<file path="config.mk">
export PLATFORM = sky130hd
export DESIGN_NAME = key_flow_ctrl_flat
export DESIGN_NICKNAME = d
export VERILOG_FILES = /design/src/rtl/key_flow_ctrl_pkg.sv /design/src/rtl/key_flow_ctrl_if.sv /design/src/rtl/key_flow_ctrl_debounce.sv /design/src/rtl/key_flow_ctrl.sv /design/src/flat_wrapper.sv
export SDC_FILE = /design/constraint.sdc
export NUM_CORES = 1
export LEC_CHECK = 0
export CORE_MARGIN = 5
export CORE_UTILIZATION = 45
export DETAILED_ROUTE_END_ITERATION = 10
export PLACE_DENSITY = 0.72
export SKIP_LAST_GASP = 1
export SYNTH_ARGS = -nofsm -noshare
export SYNTH_HDL_FRONTEND = slang
export SYNTH_SLANG_ARGS = --single-unit
</file>
<file path="constraint.sdc">
create_clock -name clk_in -period 4.6 [get_ports clk_in]
set_clock_uncertainty 0.2 [all_clocks]
set_input_delay 1.38 -clock clk_in [delete_from_list [all_inputs] [get_ports clk_in]]
set_output_delay 1.38 -clock clk_in [all_outputs]
set_load 0.02 [all_outputs]
</file>
<file path="src/rtl/key_flow_ctrl_pkg.sv">
// Shared constants for the key input path feeding the light-flow pattern generator.
// Key-to-function mapping, the speed type and the control-register defaults live here.
package lightflow_pkg;

  localparam int KEY_RUN     = 0;
  localparam int KEY_DIR     = 1;
  localparam int KEY_SPEED   = 2;
  localparam int KEY_DEFAULT = 3;

  typedef logic [1:0] speed_t;

  localparam logic   DEF_RUN   = 1'b1;
  localparam logic   DEF_DIR   = 1'b0;
  localparam speed_t DEF_SPEED = 2'd0;

  localparam int DEBOUNCE_DEFAULT = 2400;

endpackage

</file>
<file path="src/rtl/key_flow_ctrl_if.sv">
// Bundle between the board key pins / light-flow consumer and key_flow_ctrl.
// The master side drives the raw keys; the slave side (key_flow_ctrl) drives the outputs.
interface key_flow_ctrl_if #(
  parameter int NKEYS = 4
);
  import lightflow_pkg::*;

  logic [NKEYS-1:0] key_n;
  logic [NKEYS-1:0] key_level;
  logic [NKEYS-1:0] key_press;
  logic             run_en;
  logic             flow_dir;
  speed_t           speed_sel;

  modport master (
    output key_n,
    input  key_level, key_press, run_en, flow_dir, speed_sel
  );

  modport slave (
    input  key_n,
    output key_level, key_press, run_en, flow_dir, speed_sel
  );

endinterface

</file>
<file path="src/rtl/key_flow_ctrl_debounce.sv">
// One push button: synchroniser, debounce counter, stable level and a one-cycle press pulse.
// A level change is accepted only after DEBOUNCE_CYCLES consecutive differing samples.
module key_debounce
  import lightflow_pkg::*;
#(
  parameter int DEBOUNCE_CYCLES = DEBOUNCE_DEFAULT,
  parameter int SYNC_STAGES     = 2
) (
  input  logic clk_in,
  input  logic rst_n,
  input  logic key_n,
  output logic key_level,
  output logic key_press
);

  localparam int                CNT_W    = $clog2(DEBOUNCE_CYCLES);
  localparam logic [CNT_W-1:0] CNT_LAST = CNT_W'(DEBOUNCE_CYCLES - 1);

  logic [SYNC_STAGES-1:0] sync_q;
  logic                   synced;
  logic                   stable;
  logic [CNT_W-1:0]       cnt;

  assign synced = sync_q[SYNC_STAGES-1];

  // key_level trails stable by one edge, so a low stable with a still-low level marks the press edge
  always_ff @(posedge clk_in or negedge rst_n) begin
    if (!rst_n) begin
      sync_q    <= '1;
      stable    <= 1'b1;
      cnt       <= '0;
      key_level <= 1'b0;
      key_press <= 1'b0;
    end else begin
      sync_q <= {sync_q[SYNC_STAGES-2:0], key_n};
      if (synced == stable) begin
        cnt <= '0;
      end else if (cnt == CNT_LAST) begin
        stable <= synced;
        cnt    <= '0;
      end else begin
        cnt <= cnt + CNT_W'(1);
      end
      key_level <= ~stable;
      key_press <= ~stable & ~key_level;
    end
  end

endmodule

</file>
<file path="src/rtl/key_flow_ctrl.sv">
// Key front end for the light-flow block: per-key debouncers plus the run/direction/speed register.
// Only keys 0..3 affect the control register; higher keys just report level and press.
module key_flow_ctrl
  import lightflow_pkg::*;
#(
  parameter int NKEYS           = 4,
  parameter int DEBOUNCE_CYCLES = DEBOUNCE_DEFAULT,
  parameter int SYNC_STAGES     = 2
) (
  input logic            clk_in,
  input logic            rst_n,
  key_flow_ctrl_if.slave bus
);

  logic [NKEYS-1:0] level_w;
  logic [NKEYS-1:0] press_w;
  logic             run_q;
  logic             dir_q;
  speed_t           speed_q;

  for (genvar i = 0; i < NKEYS; i++) begin : g_key
    key_debounce #(
      .DEBOUNCE_CYCLES (DEBOUNCE_CYCLES),
      .SYNC_STAGES     (SYNC_STAGES)
    ) u_key (
      .clk_in    (clk_in),
      .rst_n     (rst_n),
      .key_n     (bus.key_n[i]),
      .key_level (level_w[i]),
      .key_press (press_w[i])
    );
  end

  // The default key wins outright; the other three keys act independently in the same cycle
  always_ff @(posedge clk_in or negedge rst_n) begin
    if (!rst_n) begin
      run_q   <= DEF_RUN;
      dir_q   <= DEF_DIR;
      speed_q <= DEF_SPEED;
    end else if (press_w[KEY_DEFAULT]) begin
      run_q   <= DEF_RUN;
      dir_q   <= DEF_DIR;
      speed_q <= DEF_SPEED;
    end else begin
      if (press_w[KEY_RUN])   run_q   <= ~run_q;
      if (press_w[KEY_DIR])   dir_q   <= ~dir_q;
      if (press_w[KEY_SPEED]) speed_q <= speed_q + speed_t'(1);
    end
  end

  assign bus.key_level = level_w;
  assign bus.key_press = press_w;
  assign bus.run_en    = run_q;
  assign bus.flow_dir  = dir_q;
  assign bus.speed_sel = speed_q;

endmodule

</file>
<file path="src/flat_wrapper.sv">
// flat-port wrapper written by rule: the top's interface ports become plain ports
module key_flow_ctrl_flat import lightflow_pkg::*;
#(
  parameter int NKEYS           = 4,
  parameter int DEBOUNCE_CYCLES = DEBOUNCE_DEFAULT,
  parameter int SYNC_STAGES     = 2
)
  (clk_in, rst_n, bus_key_n, bus_key_level, bus_key_press, bus_run_en, bus_flow_dir, bus_speed_sel);
  key_flow_ctrl_if #(.NKEYS(NKEYS)) bus_i ();
  input logic clk_in;
  input logic rst_n;
  input wire logic [$bits(bus_i.key_n)-1:0] bus_key_n;
  output wire logic [$bits(bus_i.key_level)-1:0] bus_key_level;
  output wire logic [$bits(bus_i.key_press)-1:0] bus_key_press;
  output wire logic [$bits(bus_i.run_en)-1:0] bus_run_en;
  output wire logic [$bits(bus_i.flow_dir)-1:0] bus_flow_dir;
  output wire logic [$bits(bus_i.speed_sel)-1:0] bus_speed_sel;
  assign bus_i.key_n = bus_key_n;
  assign bus_key_level = bus_i.key_level;
  assign bus_key_press = bus_i.key_press;
  assign bus_run_en = bus_i.run_en;
  assign bus_flow_dir = bus_i.flow_dir;
  assign bus_speed_sel = bus_i.speed_sel;
  key_flow_ctrl #(.NKEYS(NKEYS), .DEBOUNCE_CYCLES(DEBOUNCE_CYCLES), .SYNC_STAGES(SYNC_STAGES)) u_core (.clk_in(clk_in), .rst_n(rst_n), .bus(bus_i));
endmodule
</file>
# Yosys cells after proc, flatten, opt, wreduce, memory -nomap -nowiden
# Index checks and enable logic that the tools add are counted.
dict set report totals {
  ff_bits 72
  latch_bits 0
  mem_bits_rw 0
  romBits 0
  input_bits 6
  wordCells 75
  memories 0
}
dict set report classes {
  add_sub_neg 5
  n_mul 0
  div_mod_pow 0
  magnitude_cmp 0
  n_eq_ne 8
  n_shift 0
  n_mux 14
  bitwise_logic 18
  n_reduce_logical 7
}
# op count
set ops {}
lappend ops {{12-bit two-way mux} 8}
lappend ops {{12-bit by 1-bit adder with 12-bit output (second input constant)} 4}
lappend ops {{12-bit equality test (second input constant)} 4}
lappend ops {{1-bit inverter} 14}
lappend ops {{2-bit AND reduction} 4}
lappend ops {{2-bit nonzero test} 3}
lappend ops {{1-bit bitwise AND} 4}
lappend ops {{1-bit equality test} 4}
lappend ops {{1-bit two-way mux} 4}
lappend ops {{2-bit two-way mux} 2}
lappend ops {{2-bit by 1-bit adder with 2-bit output (second input constant)} 1}

# Longest topological paths before layout
dict set report depth {
  ltp_word 3
  depth_mapped 5
  depth_no_buf 4
}

# Cells and area by module
# From an unflattened synthesis, not the netlist that was laid out.
dict set report hier_totals {
  hier_cells 289
  hier_area_um2 3275.6
}
# mod instances cells_each area_each_um2 seq_area_each_um2
set by_module_without_submodules {}
lappend by_module_without_submodules {key_debounce 4 69 777.0 429.2}
lappend by_module_without_submodules {key_flow_ctrl 1 13 167.7 101.3}

# Worst setup path after synthesis
# Ideal clock, no wire load.
dict set report synth_path {
  kind {reg-to-output}
  start {register u_core.run_q (netlist: u_core.bus.run_en)}
  end {output bus_run_en}
  arrival_time_ps 570
  required_time_ps 3020
  setup_slack_ps 2450
  stages_incl_launch_ff 1
  path_buffers 0
  path_cell_list {dfstp_2}
}
# element line
set synth_rtl {}
lappend synth_rtl {{start, declared} key_flow_ctrl.sv:17} ;# logic run_q;
lappend synth_rtl {{start signal, assigned} key_flow_ctrl.sv:45} ;# if (press_w[KEY_RUN]) run_q <= ~run_q;
lappend synth_rtl {{end, declared} flat_wrapper.sv:15} ;# output wire logic [$bits(bus_i.run_en)-1:0] bus_run_en;
# No word-level cell between the ends.

# Final worst setup path
dict set report layout_path {
  start {register u_core.run_q (netlist: u_core.bus.run_en)}
  end {output bus_run_en}
}
# No word-level cell between the ends.

==> run summary <==
run status = complete, no violations
Worst-Margin Slew = 958 ps
layout net count = 325
Peak supply drop = 0.213 mV
hold buffer count at cts = 0
Critical Path Sink Type = output port
post-route ant nets = 0
die area = 9170 sq um
wire per inst = 13.7 um
slowest cell delay on critical path = 600 ps
H-tree levels = 3
mapped cell area = 3310 sq um
fin crit share = 0.666
initial antenna violation count = 0
CTS tree = done
top cells by area, synth = dfrtp_1 (45%), dfstp_2 (10%), a21oi_1 (3.9%), xnor2_1 (2.9%), nand3_1 (2.7%)
Die X = 95.8 um
# diodes = 0
top cell type's share of synthesized area = 0.446
PortBufs = 17
CTS Root Buffer Type = clkbuf_8
Relative slew margins = 0.354
grt ovf = 0
largest net degree at the start of global routing = 41
Worst path top cell family by delay = buffers and inverters
Post-CTS Resized = 0
leakage = 1.47 nW
worst path arrival time = 1480 ps
Critical Path Start Type = flip-flop
GRT Overall Usage = 0.146
Setup WS post-layout = 1540 ps
vias = 2,283
Avg Synthesized Cell Area = 11.1 sq um
post-synthesis cell type count = 37
first-pass GRT wire length = 10.4 mm
core area = 7210 sq um
Die H = 95.8 um
routed wire length = 5.73 mm
post-place setup slack = 1890 ps
post-synth top area cell = dfrtp_1
EDFF count, synth = 0
# setup viols final = 0
ys async rst share = 1.00
CP Max Fanout = 2
1st-pass router iterations = 4
Max clock buf depth = 2
setup TNS = 0 ps
syn nets = 307
CTS Sinks = 72
Cell Pwr Density = 338 nW/um^2
Hold Fails Final Rpt = 0
final core occ = 0.519
Worst Hold Class = flip-flop to flip-flop
vias in the first global route = 2,284
Site Rows = 31
Ports = 18
max cap viols = 0
Detail Placement HPWL = 4.02 mm
Data required, critical path = 3020 ps
final instance area = 3750 sq um
Mapped Cells = 297
area delta synth->final = 13.2%
CP Cell Sequence = clkdlybuf4s50_1
Starting Density = 0.459
worst-skew pair later-pin latency = 350 ps
RSZ-0062 raised after global routing = no
Fmax = 0.327 GHz
Min Hold Slack = 160 ps
Placed Area = 3520 sq um
Max Transition Viols Final = 0
post-synthesis register bit count = 72
Clock Pin Slew Worst Setup and Hold Paths = 80 ps
Yosys warnings = 0
Via density = 5.45
Routability Congestion = 0.759
# fillers = 670
Top FF cell, synth = dfrtp_1
total setup buffers inserted after CTS = 0
Remaining DRCs = 0
CP max stage cell = clkdlybuf4s50_1
fin crit period = 3060 ps
Crit Path Class = flip-flop to output port
fraction of layout cells with a size suffix above 1 = 0.166
drt initial violations = 102
sequential-to-total area share from yosys stat = 0.549
Buf+Inv Stages, Crit Path = 1
CTS Buf Count = 9
-- cell families (layout without fill, tap and decap cells) --
group	count (synthesis)	in the layout	share of synthesized area
mux	4	4	0.0136
flops	72	72	0.549
buf+inv	24	47	0.0412
fa+ha+maj	4	4	0.0151
simple gates	113	113	0.213
compound gates	60	60	0.115
xor+xnor	20	20	0.0529
-- cells in the final DEF, fill, tap and decap left out, types with 3 or more instances in the layout --
cell             netlist  routed
dfrtp_1               59      59
o31ai_1               12      12
xnor2_1               11      11
a21oi_1               26      26
clkdlybuf4s50_1        0      16
o21ai_0               16      16
nand4_4                3       3
or4_1                 10      10
or3_1                 14      14
ha_1                   4       4
dfstp_2               13      13
clkbuf_8               0       9
nand4_1                8       8
xor2_1                 9       9
nand2_1               13      13
nand3_1               18      18
and2_1                 4       4
nor3_1                 3       3
inv_1                 12      12
nor2_1                23      23
mux2_2                 3       3
inv_6                  0       3
-- stage by stage --
| stage | total power [mW] | cells |
|---|---|---|
| after global routing | 1.33 | 419 |
| after floorplan | 0.695 | 297 |
| after detailed placement | 0.717 | 403 |
| after global placement | 0.715 | 403 |
| after CTS | 1.28 | 419 |
| final | 1.27 | 419 |
-- power by group --
group	total (mW)	internal [mW]	switching, mW
sequential	0.661	0.648	0.0130
combinational	0.0427	0.0150	0.0278
clock	0.562	0.311	0.251
total	1.27	0.973	0.292
-- worst register-to-register path, cell delays in order (launching register included) --
cell	delay, ps
dfrtp_1	390
ha_1	270
nand4_4	150
o41ai_2	870
nor2_1	130
-- per-layer routing --
layer	share of wire	routed length, um	track usage
met2	0.49	2840	0.233
met1	0.45	2580	0.184
met3	0.040	232	0.0493
met4	0.015	88	0.0509
met5	0	0	0
-- synth_stat cells (2+ instances only) --
library cell,n
nand3_2,2
nand4_4,3
nand3_1,18
or4b_4,2
nor2_1,23
o31ai_2,2
a21oi_2,2
or4_4,2
a21oi_1,26
o21ai_0,16
or3_1,14
xnor2_1,11
and2_1,4
inv_1,12
ha_1,4
dfrtp_1,59
nand4_1,8
nand4bb_1,2
or3_2,2
mux2_2,3
or4_1,10
nand2b_1,2
nor3_1,3
nand2_1,13
xor2_1,9
nand3b_1,2
o31ai_1,12
buf_4,10
dfstp_2,13
-- final cells by class --
type | instances | area, sq um | share of cell area
sequential | 72 | 1820 | 0.485
multi-input combinational | 201 | 1360 | 0.362
timing repair buffer | 19 | 180 | 0.0481
clock buffer | 9 | 124 | 0.0331
tap | 99 | 124 | 0.0331
clock inverter | 7 | 101 | 0.0270
inverter | 12 | 45.0 | 0.0120
-- sequential cells by signal, indices dropped and copies added (netlist names) --
name	flops
u_core.bus.flow_dir	1
u_core.bus.run_en	1
u_core.bus.speed_sel	2
u_core.g_key.u_key.cnt	48
u_core.g_key.u_key.key_level	4
u_core.g_key.u_key.key_press	4
u_core.g_key.u_key.stable	4
u_core.g_key.u_key.sync_q	8
-- worst paths after layout --
path,from,end,slack (ps),depth (start not counted)
setup / recovery,u_core.bus.run_en$_DFFE_PN1P_,bus_run_en,1540,1
hold / removal,u_core.g_key[0].u_key.sync_q[0]$_DFF_PN1_,u_core.g_key[0].u_key.sync_q[1]$_DFF_PN1_,160,0
setup reg to reg,u_core.g_key[2].u_key.cnt[0]$_DFF_PN0_,u_core.g_key[2].u_key.cnt[3]$_DFF_PN0_,2430,4
hold reg to reg,u_core.g_key[0].u_key.sync_q[0]$_DFF_PN1_,u_core.g_key[0].u_key.sync_q[1]$_DFF_PN1_,160,0
max in group asynchronous,rst_n,u_core.g_key[3].u_key.stable$_DFFE_PN1P_,2410,2
min in group asynchronous,rst_n,u_core.g_key[0].u_key.key_level$_DFF_PN0_,940,1
Power figures use the tool's default switching activity.
